### src/rtl/store_narrow_buffer_if.sv
// Store-path bus: MEM-stage store request side and data-memory drain side.
// Latency and backpressure are set by the store_narrow_buffer that owns the slave modport.
interface store_narrow_buffer_if #(
   parameter int CNT_W = 3
);
   logic             st_valid;
   logic [31:0]      st_addr;
   logic [31:0]      st_data;
   logic [1:0]       st_size;
   logic             st_ready;
   logic             st_misalign;
   logic             mem_valid;
   logic [31:0]      mem_addr;
   logic [31:0]      mem_wdata;
   logic [3:0]       mem_be;
   logic             mem_ready;
   logic             empty;
   logic [CNT_W-1:0] count;

   modport slave (
      input  st_valid, st_addr, st_data, st_size, mem_ready,
      output st_ready, st_misalign, mem_valid, mem_addr, mem_wdata, mem_be, empty, count
   );

   modport master (
      output st_valid, st_addr, st_data, st_size, mem_ready,
      input  st_ready, st_misalign, mem_valid, mem_addr, mem_wdata, mem_be, empty, count
   );
endinterface

### src/rtl/store_narrow_buffer.sv
// Store narrowing plus DEPTH-entry write buffer; optional tail merge under STORE_COALESCE_EN.
// Push to mem_valid takes 1 cycle; st_ready = !full (no bypass), drain holds head until mem_ready.
module store_narrow_buffer #(
   parameter int DEPTH = 4,
   parameter int CNT_W = 3
) (
   input  logic                  i_clk,
   input  logic                  i_rst,
   store_narrow_buffer_if.slave  bus
);
   localparam int PTR_W = $clog2(DEPTH);

   logic [29:0]      r_addr [DEPTH];
   logic [31:0]      r_data [DEPTH];
   logic [3:0]       r_be   [DEPTH];
   logic [PTR_W-1:0] r_wr_ptr;
   logic [PTR_W-1:0] r_rd_ptr;
   logic [CNT_W-1:0] r_count;
   logic             r_misalign;

   logic             w_aligned;
   logic [3:0]       w_be_new;
   logic [31:0]      w_wdata_new;
   logic             w_full;
   logic             w_empty;
   logic             w_push;
   logic             w_pop;
   logic             w_merge;
   logic             w_alloc;

   always_comb begin
      w_aligned   = 1'b0;
      w_be_new    = 4'b1111;
      w_wdata_new = bus.st_data;
      case (bus.st_size)
         2'b00: begin
            w_aligned   = 1'b1;
            w_be_new    = 4'b0001 << bus.st_addr[1:0];
            w_wdata_new = {4{bus.st_data[7:0]}};
         end
         2'b01: begin
            w_aligned   = !bus.st_addr[0];
            w_be_new    = bus.st_addr[1] ? 4'b1100 : 4'b0011;
            w_wdata_new = {2{bus.st_data[15:0]}};
         end
         2'b10: begin
            w_aligned   = (bus.st_addr[1:0] == 2'b00);
         end
         default: begin
            w_aligned   = 1'b0;
         end
      endcase
   end

   assign w_full  = (r_count == CNT_W'(DEPTH));
   assign w_empty = (r_count == '0);
   assign w_push  = bus.st_valid && !w_full && w_aligned;
   assign w_pop   = !w_empty && bus.mem_ready;

`ifdef STORE_COALESCE_EN
   logic [PTR_W-1:0] w_tail_ptr;
   assign w_tail_ptr = r_wr_ptr - 1'b1;
   // count>=2 guarantees the tail is never the head being presented to memory
   assign w_merge    = w_push && (r_count >= CNT_W'(2)) &&
                       (r_addr[w_tail_ptr] == bus.st_addr[31:2]);
`else
   assign w_merge    = 1'b0;
`endif
   assign w_alloc = w_push && !w_merge;

   always_ff @(posedge i_clk) begin
      if (i_rst) begin
         r_wr_ptr   <= '0;
         r_rd_ptr   <= '0;
         r_count    <= '0;
         r_misalign <= 1'b0;
      end else begin
         r_misalign <= bus.st_valid && !w_full && !w_aligned;
         if (w_alloc) r_wr_ptr <= r_wr_ptr + 1'b1;
         if (w_pop)   r_rd_ptr <= r_rd_ptr + 1'b1;
         case ({w_alloc, w_pop})
            2'b10:   r_count <= r_count + 1'b1;
            2'b01:   r_count <= r_count - 1'b1;
            default: r_count <= r_count;
         endcase
      end
   end

   // Storage is never read while empty, so it needs no reset.
   always_ff @(posedge i_clk) begin
      if (w_alloc) begin
         r_addr[r_wr_ptr] <= bus.st_addr[31:2];
         r_data[r_wr_ptr] <= w_wdata_new;
         r_be[r_wr_ptr]   <= w_be_new;
      end
`ifdef STORE_COALESCE_EN
      if (w_merge) begin
         for (int i = 0; i < 4; i++) begin
            if (w_be_new[i]) r_data[w_tail_ptr][8*i +: 8] <= w_wdata_new[8*i +: 8];
         end
         r_be[w_tail_ptr] <= r_be[w_tail_ptr] | w_be_new;
      end
`endif
   end

   assign bus.st_ready    = !w_full;
   assign bus.st_misalign = r_misalign;
   assign bus.mem_valid   = !w_empty;
   assign bus.empty       = w_empty;
   assign bus.count       = r_count;
   assign bus.mem_addr    = w_empty ? 32'h0 : {r_addr[r_rd_ptr], 2'b00};
   assign bus.mem_wdata   = w_empty ? 32'h0 : r_data[r_rd_ptr];
   assign bus.mem_be      = w_empty ? 4'h0  : r_be[r_rd_ptr];
endmodule
### src/flat_wrapper.sv
// flat-port wrapper written by rule: the top's interface ports become plain ports
module store_narrow_buffer_flat 
#(
   parameter int DEPTH = 4,
   parameter int CNT_W = 3
)
  (i_clk, i_rst, bus_st_valid, bus_st_addr, bus_st_data, bus_st_size, bus_mem_ready, bus_st_ready, bus_st_misalign, bus_mem_valid, bus_mem_addr, bus_mem_wdata, bus_mem_be, bus_empty, bus_count);
  store_narrow_buffer_if #(.CNT_W(CNT_W)) bus_i ();
  input  logic i_clk;
  input  logic i_rst;
  input wire logic [$bits(bus_i.st_valid)-1:0] bus_st_valid;
  input wire logic [$bits(bus_i.st_addr)-1:0] bus_st_addr;
  input wire logic [$bits(bus_i.st_data)-1:0] bus_st_data;
  input wire logic [$bits(bus_i.st_size)-1:0] bus_st_size;
  input wire logic [$bits(bus_i.mem_ready)-1:0] bus_mem_ready;
  output wire logic [$bits(bus_i.st_ready)-1:0] bus_st_ready;
  output wire logic [$bits(bus_i.st_misalign)-1:0] bus_st_misalign;
  output wire logic [$bits(bus_i.mem_valid)-1:0] bus_mem_valid;
  output wire logic [$bits(bus_i.mem_addr)-1:0] bus_mem_addr;
  output wire logic [$bits(bus_i.mem_wdata)-1:0] bus_mem_wdata;
  output wire logic [$bits(bus_i.mem_be)-1:0] bus_mem_be;
  output wire logic [$bits(bus_i.empty)-1:0] bus_empty;
  output wire logic [$bits(bus_i.count)-1:0] bus_count;
  assign bus_i.st_valid = bus_st_valid;
  assign bus_i.st_addr = bus_st_addr;
  assign bus_i.st_data = bus_st_data;
  assign bus_i.st_size = bus_st_size;
  assign bus_i.mem_ready = bus_mem_ready;
  assign bus_st_ready = bus_i.st_ready;
  assign bus_st_misalign = bus_i.st_misalign;
  assign bus_mem_valid = bus_i.mem_valid;
  assign bus_mem_addr = bus_i.mem_addr;
  assign bus_mem_wdata = bus_i.mem_wdata;
  assign bus_mem_be = bus_i.mem_be;
  assign bus_empty = bus_i.empty;
  assign bus_count = bus_i.count;
  store_narrow_buffer #(.DEPTH(DEPTH), .CNT_W(CNT_W)) u_core (.i_clk(i_clk), .i_rst(i_rst), .bus(bus_i));
endmodule
### config.mk
export PLATFORM = sky130hd
export DESIGN_NAME = store_narrow_buffer_flat
export DESIGN_NICKNAME = d
export VERILOG_FILES = /design/src/rtl/store_narrow_buffer_if.sv /design/src/rtl/store_narrow_buffer.sv /design/src/flat_wrapper.sv
export SDC_FILE = /design/constraint.sdc
export NUM_CORES = 1
export LEC_CHECK = 0
export CELL_PAD_IN_SITES_DETAIL_PLACEMENT = 1
export CELL_PAD_IN_SITES_GLOBAL_PLACEMENT = 2
export CORE_AREA = 2 2 165 167
export DETAILED_ROUTE_END_ITERATION = 8
export DIE_AREA = 0 0 167 169
export PLACE_DENSITY = 0.89
export SYNTH_ARGS = -nofsm -noshare
export SYNTH_HDL_FRONTEND = slang
export SYNTH_SLANG_ARGS = --single-unit
### constraint.sdc
create_clock -name i_clk -period 4.18 [get_ports i_clk]
set_input_delay 1.254 -clock i_clk [delete_from_list [all_inputs] [get_ports i_clk]]
set_output_delay 1.254 -clock i_clk [all_outputs]
set_load 0.01 [all_outputs]
* Word level (Yosys, flattened, before mapping) *
Memories as Yosys holds them, arrays and structs flattened. A register that Yosys moved wholly into a read port is not among the register bits.
Cells that the tools add are included.

word-level totals
  register bits after elaboration = 8
  bits in latches = 0
  memory bits (writable) = 264
  memory bits (read-only) = 0
  input port bits = 70
  output and inout port bits = 75
  logic and storage cells = 45
  memories kept = 3

cells by class
  $add $sub $neg = 4
  multipliers = 0
  div/mod/pow operators = 0
  order comparisons = 0
  equality and inequality tests = 5
  shift operators = 1
  muxes and demuxes = 16
  bitwise logic cells = 0
  reduce and logical (&&, ||, !) cells = 12

memories
  name           depth  width  read ports  clocked after Yosys merged registers in  write ports  RTL line                   source
  u_core.r_data  4      32     1           1                                        1            store_narrow_buffer.sv:14  logic [31:0] r_data [DEPTH];
  u_core.r_addr  4      30     1           1                                        1            store_narrow_buffer.sv:13  logic [29:0] r_addr [DEPTH];
  u_core.r_be    4      4      1           1                                        1            store_narrow_buffer.sv:15  logic [3:0] r_be [DEPTH];

operators by type and width
  cell                                                                    number
  32-bit two-way mux                                                      2
  32-bit one-hot mux with 2 select lines                                  1
  2-bit two-way mux                                                       6
  4-bit two-way mux                                                       2
  4-bit one-hot mux with 2 select lines                                   1
  3-bit one-hot mux with 2 select lines                                   1
  2-bit by 1-bit adder with 2-bit output (second input constant)          2
  2-bit by 1-bit equality test with 1-bit output (second input constant)  2
  2-bit equality test (second input constant)                             2
  1-bit logical AND                                                       4
  1-bit logical NOT                                                       4
  2-bit logical NOT                                                       2
  1-bit by 2-bit left shift with 4-bit output (first input constant)      1
  3-bit by 1-bit adder with 3-bit output (second input constant)          1
  3-bit equality test (second input constant)                             1
  3-bit logical NOT                                                       1
  1-bit one-hot mux with 3 select lines                                   1
  3-bit by 1-bit subtractor with 3-bit output (second input constant)     1
  1-bit two-way mux                                                       2
  2-bit nonzero test                                                      1

* Logic depth before layout (Yosys ltp) *
  word-level depth = 6
  mapped depth = 9
  gate-level depth less buffers = 9

* Least setup slack after synthesis *
No wires, ideal clock.

  kind = input to register
  start = input bus_st_addr[0]
  end = memory u_core.r_addr[0][0] (enable)
  setup time = 0.431 ns
  arrival = 3.330 ns
  required time = 3.749 ns
  setup slack = 0.419 ns
  stages = 3
  buffers on the path = 0
  cell sequence = nor3_1 o211a_1 and2_1

between the ends
  word-level cells in the longest chain between the ends = 5
  elaborated cells on any way between the ends = 6
  those cells by class = 3 x mux; 3 x reduce/logical

RTL lines
  element                                                 RTL line                                              source
  start: declaration                                      flat_wrapper.sv:12                                    input wire logic [$bits(bus_i.st_addr)-1:0] bus_st_addr;
  2-bit logical NOT or 1-bit logical NOT (tied branches)  store_narrow_buffer.sv:47, store_narrow_buffer.sv:42
  1-bit one-hot mux with 3 select lines (*)               store_narrow_buffer.sv:35                             case (bus.st_size)
  1-bit logical AND (*)                                   store_narrow_buffer.sv:57                             assign w_push = bus.st_valid && !w_full && w_aligned;
  1-bit two-way mux (*)                                   store_narrow_buffer.sv:91                             if (w_alloc) begin
  1-bit two-way mux (implied by the code) (*)             store_narrow_buffer.sv:92                             r_addr[r_wr_ptr] <= bus.st_addr[31:2];
  end: declaration                                        store_narrow_buffer.sv:13

Every way passes the cells marked *; elsewhere a longest branch is shown, timed or not.

==> run metrics <==
clock power share 0.312; Post-synth ARST share 0; Tcrit/Tclk final 0.941; Post-Syn Instances between 500 and 600; Sum Neg Setup Slack 0 ns; Rows 60; share of layout cells above drive strength 1 0.204; Synth cell types 31; sw power 2.10 mW; sequential-to-total area share from yosys stat 0.746; Final Setup Violations 0; Post-CTS Hold Buffers 0; max-cap violations 0; ys flop type edfxtp_1; met1 Track Usage GR 0.225; GRT Max-Usage Layer met2; logic gate share of total power 0.282; number of global-route vias before repair just over 6000; final WL 23.3 mm; EDFF count, synth about 260; routability cong. ~0.77; LEAKAGE between 4 and 5 nW; worst r2r path cells 9; # IOs 145; first-pass GRT wire length between 30 and 40 mm; Post-CTS Setup Bufs 0; Peak Freq between 200 and 300 MHz; fin. max-slew vios 0; Clock Latency Late Sink between 0.5 and 0.6 ns; Die W ~170 um; reg-to-reg endpoint u_core.bus.count[2]; pre-CTS setup slack between 0.4 and 0.5 ns; Critical Path AT 2.68 ns; post-synthesis cell area between 10000 and 15000 um2; min-delay worst type flip-flop to flip-flop; Final Hold Fails 0; cell internal pwr around 5.9 mW; dpl hpwl 14.5 mm; DRC 0; FF-to-FF setup slack approximately 1.7 ns; sw frac 0.261; CP Launch Type flip-flop; antenna violations before repair 0; R2R Path Start u_core.bus.count[2]; H-Tree Depth 1; Crit. End Element primary output; sequential share of power 0.406; Syn Area/Cell approximately 20 um2; Worst-path clk slew 0.06 ns; min-delay src u_core.r_rd_ptr[1]; n_diodes 0; average wire per standard cell 22.1 um; Worst Tran Pin Value just over 0.8 ns; setup ws final ~0.25 ns; status completed; Num Clock Sinks between 200 and 300; CTS tree done; grt total ovfl 0; peak supply drop 337 uV; Num CTS Buffers 29; post-route minimum period around 4 ns; Post-CTS Resized 0; Clock Skew ~0.016 ns; Slew HR 0.444; hold path depth 2; die height around 170 um; Power Dens Cells a little under 600 nW/um2; CTS root buffer clkbuf_16; GRT Total Usage 0.166; clk buf depth 3; initial core utilization 0.411; ANT nets after route 0; worst min-delay path endpoint u_core.r_rd_ptr[1]; Nets 765; Vias roughly 5500; die area 28200 um2; via/cell ratio 5.20; initial DRC count approximately 310; largest net degree at the start of global routing 69; core box area ~27000 um2; RSZ-0062 raised after global routing false; Synth Register Bits between 200 and 300; Warnings, synthesis 0; Req. time, crit path roughly 2.9 ns; GR Layer Usage met2 0.283; Setup Crit Path Kind flip-flop to primary output; met3 Track Usage GR 0.0241; Area Overhead vs Synth 26.0%; Initial DRT Pass Iterations 4; number of port buffers roughly 140; critical-path maximum fanout 19
==> per-layer routing <==
| metal | vias up | part of all wire |
|---|---|---|
| li1 | 2429 | - |
| met4 | 0 | 0.021 |
| met3 | 35 | 0.051 |
| met2 | 161 | 0.50 |
| met5 | - | 0 |
| met1 | 2855 | 0.43 |
==> how the worst max path moves through the flow <==
stage | startpoint | end | slack [ns] | cells past startpoint
after floorplan | bus_st_addr[0] | u_core.r_addr[0][0] | 0.42 | 3
after global placement | bus_st_size[0] | u_core.bus.count[2] | 0.49 | 10
after detailed placement | bus_st_size[0] | u_core.bus.count[2] | 0.44 | 10
after CTS | flip-flop | bus_mem_wdata[3] | 0.16 | 4
after global routing | flip-flop | bus_mem_addr[31] | 0.11 | 4
final | flip-flop | bus_mem_wdata[24] | 0.25 | 4
==> state kept, by name (all words and copies together) (netlist names), named ones only <==
register,cells
u_core.r_be,16
u_core.r_addr,120
u_core.bus.st_misalign,1
u_core.r_data,128
u_core.r_wr_ptr,2
u_core.r_rd_ptr,2
u_core.bus.count,3
==> area by class of cell <==
type                    instances  area (um2)
well taps                     341         427
multi-input cells             220        2590
flip-flops and latches        274        8140
clock buffers                  33         741
clock inverters                21         204
inverters                       9        33.8
repair buffers                155        1610
fillers                      2365       12800
==> worst max-delay path: stages (launching register included) <==
cell,delay (ns)
dfxtp_4,0.62
buf_12,0.26
mux4_2,0.52
and2_1,0.17
clkdlybuf4s50_1,0.56
==> power by group through the flow <==
stage / registers (mW) / logic, mW / clock network, mW
global placement: 3.31 / 2.27 / 0
floorplan: 3.24 / 1.30 / 0
finish: 3.26 / 2.27 / 2.51
detailed placement: 3.33 / 2.30 / 0
CTS: 3.27 / 2.33 / 2.57
global route: 3.28 / 2.45 / 2.66
==> synth_stat cells (all sizes together) (5+ instances only) <==
cell type	number	area, um2
o21ai	9	45.0
mux2i	9	90.1
mux2	17	195
inv	9	33.8
edfxtp	264	7930
and2	70	438
dfxtp	10	200
ha	5	62.6
nor2	10	37.5
nand2	9	33.8
mux4	66	1490
clkbuf	13	48.8
buf	15	111
==> cells by family after synthesis <==
group / share of synthesized area
DFF: 0.746
buffers and inverters: 0.0178
xor gates and xnor gates: 0.00321
adders and majority gates: 0.00758
AOI/OAI and AO/OA: 0.0107
other: 0.000344
and+or+nand+nor: 0.0521
muxes: 0.163
==> cells in the final DEF (no fill, tap or decap), types with 2 or more instances in the layout <==
cell	netlist	layout
edfxtp_1	264	264
clkdlybuf4s50_1	0	142
mux4_2	66	66
and2_1	70	66
clkbuf_16	0	29
mux2_2	16	16
nor2_1	10	10
inv_1	9	9
mux2i_1	9	9
nand2_1	9	9
o21ai_0	9	9
clkinv_1	0	9
dfxtp_1	10	8
buf_12	0	7
buf_4	2	6
ha_1	5	5
clkinv_2	0	5
and2_4	0	4
xor2_1	4	4
clkbuf_1	13	4
bufinv_16	0	4
a21oi_1	3	3
nand2b_1	3	3
o21bai_1	2	2
a21o_1	2	2
dfxtp_4	0	2
conb_1	1	2
==> metrics by stage <==
stage               instance area, um2  hold WS (ns)  utilization  std cells  power, mW
finish                           13700         0.532        0.518       1053       8.04
global route                     13700         0.572        0.518       1053       8.39
CTS                              13700         0.535        0.518       1053       8.17
detailed placement               12800         0.521        0.483        999       5.63
global placement                 12800         0.496        0.483        999       5.58
floorplan                        10900         0.482            -        531       4.54
No activity file was read; power rests on OpenSTA's default activity.
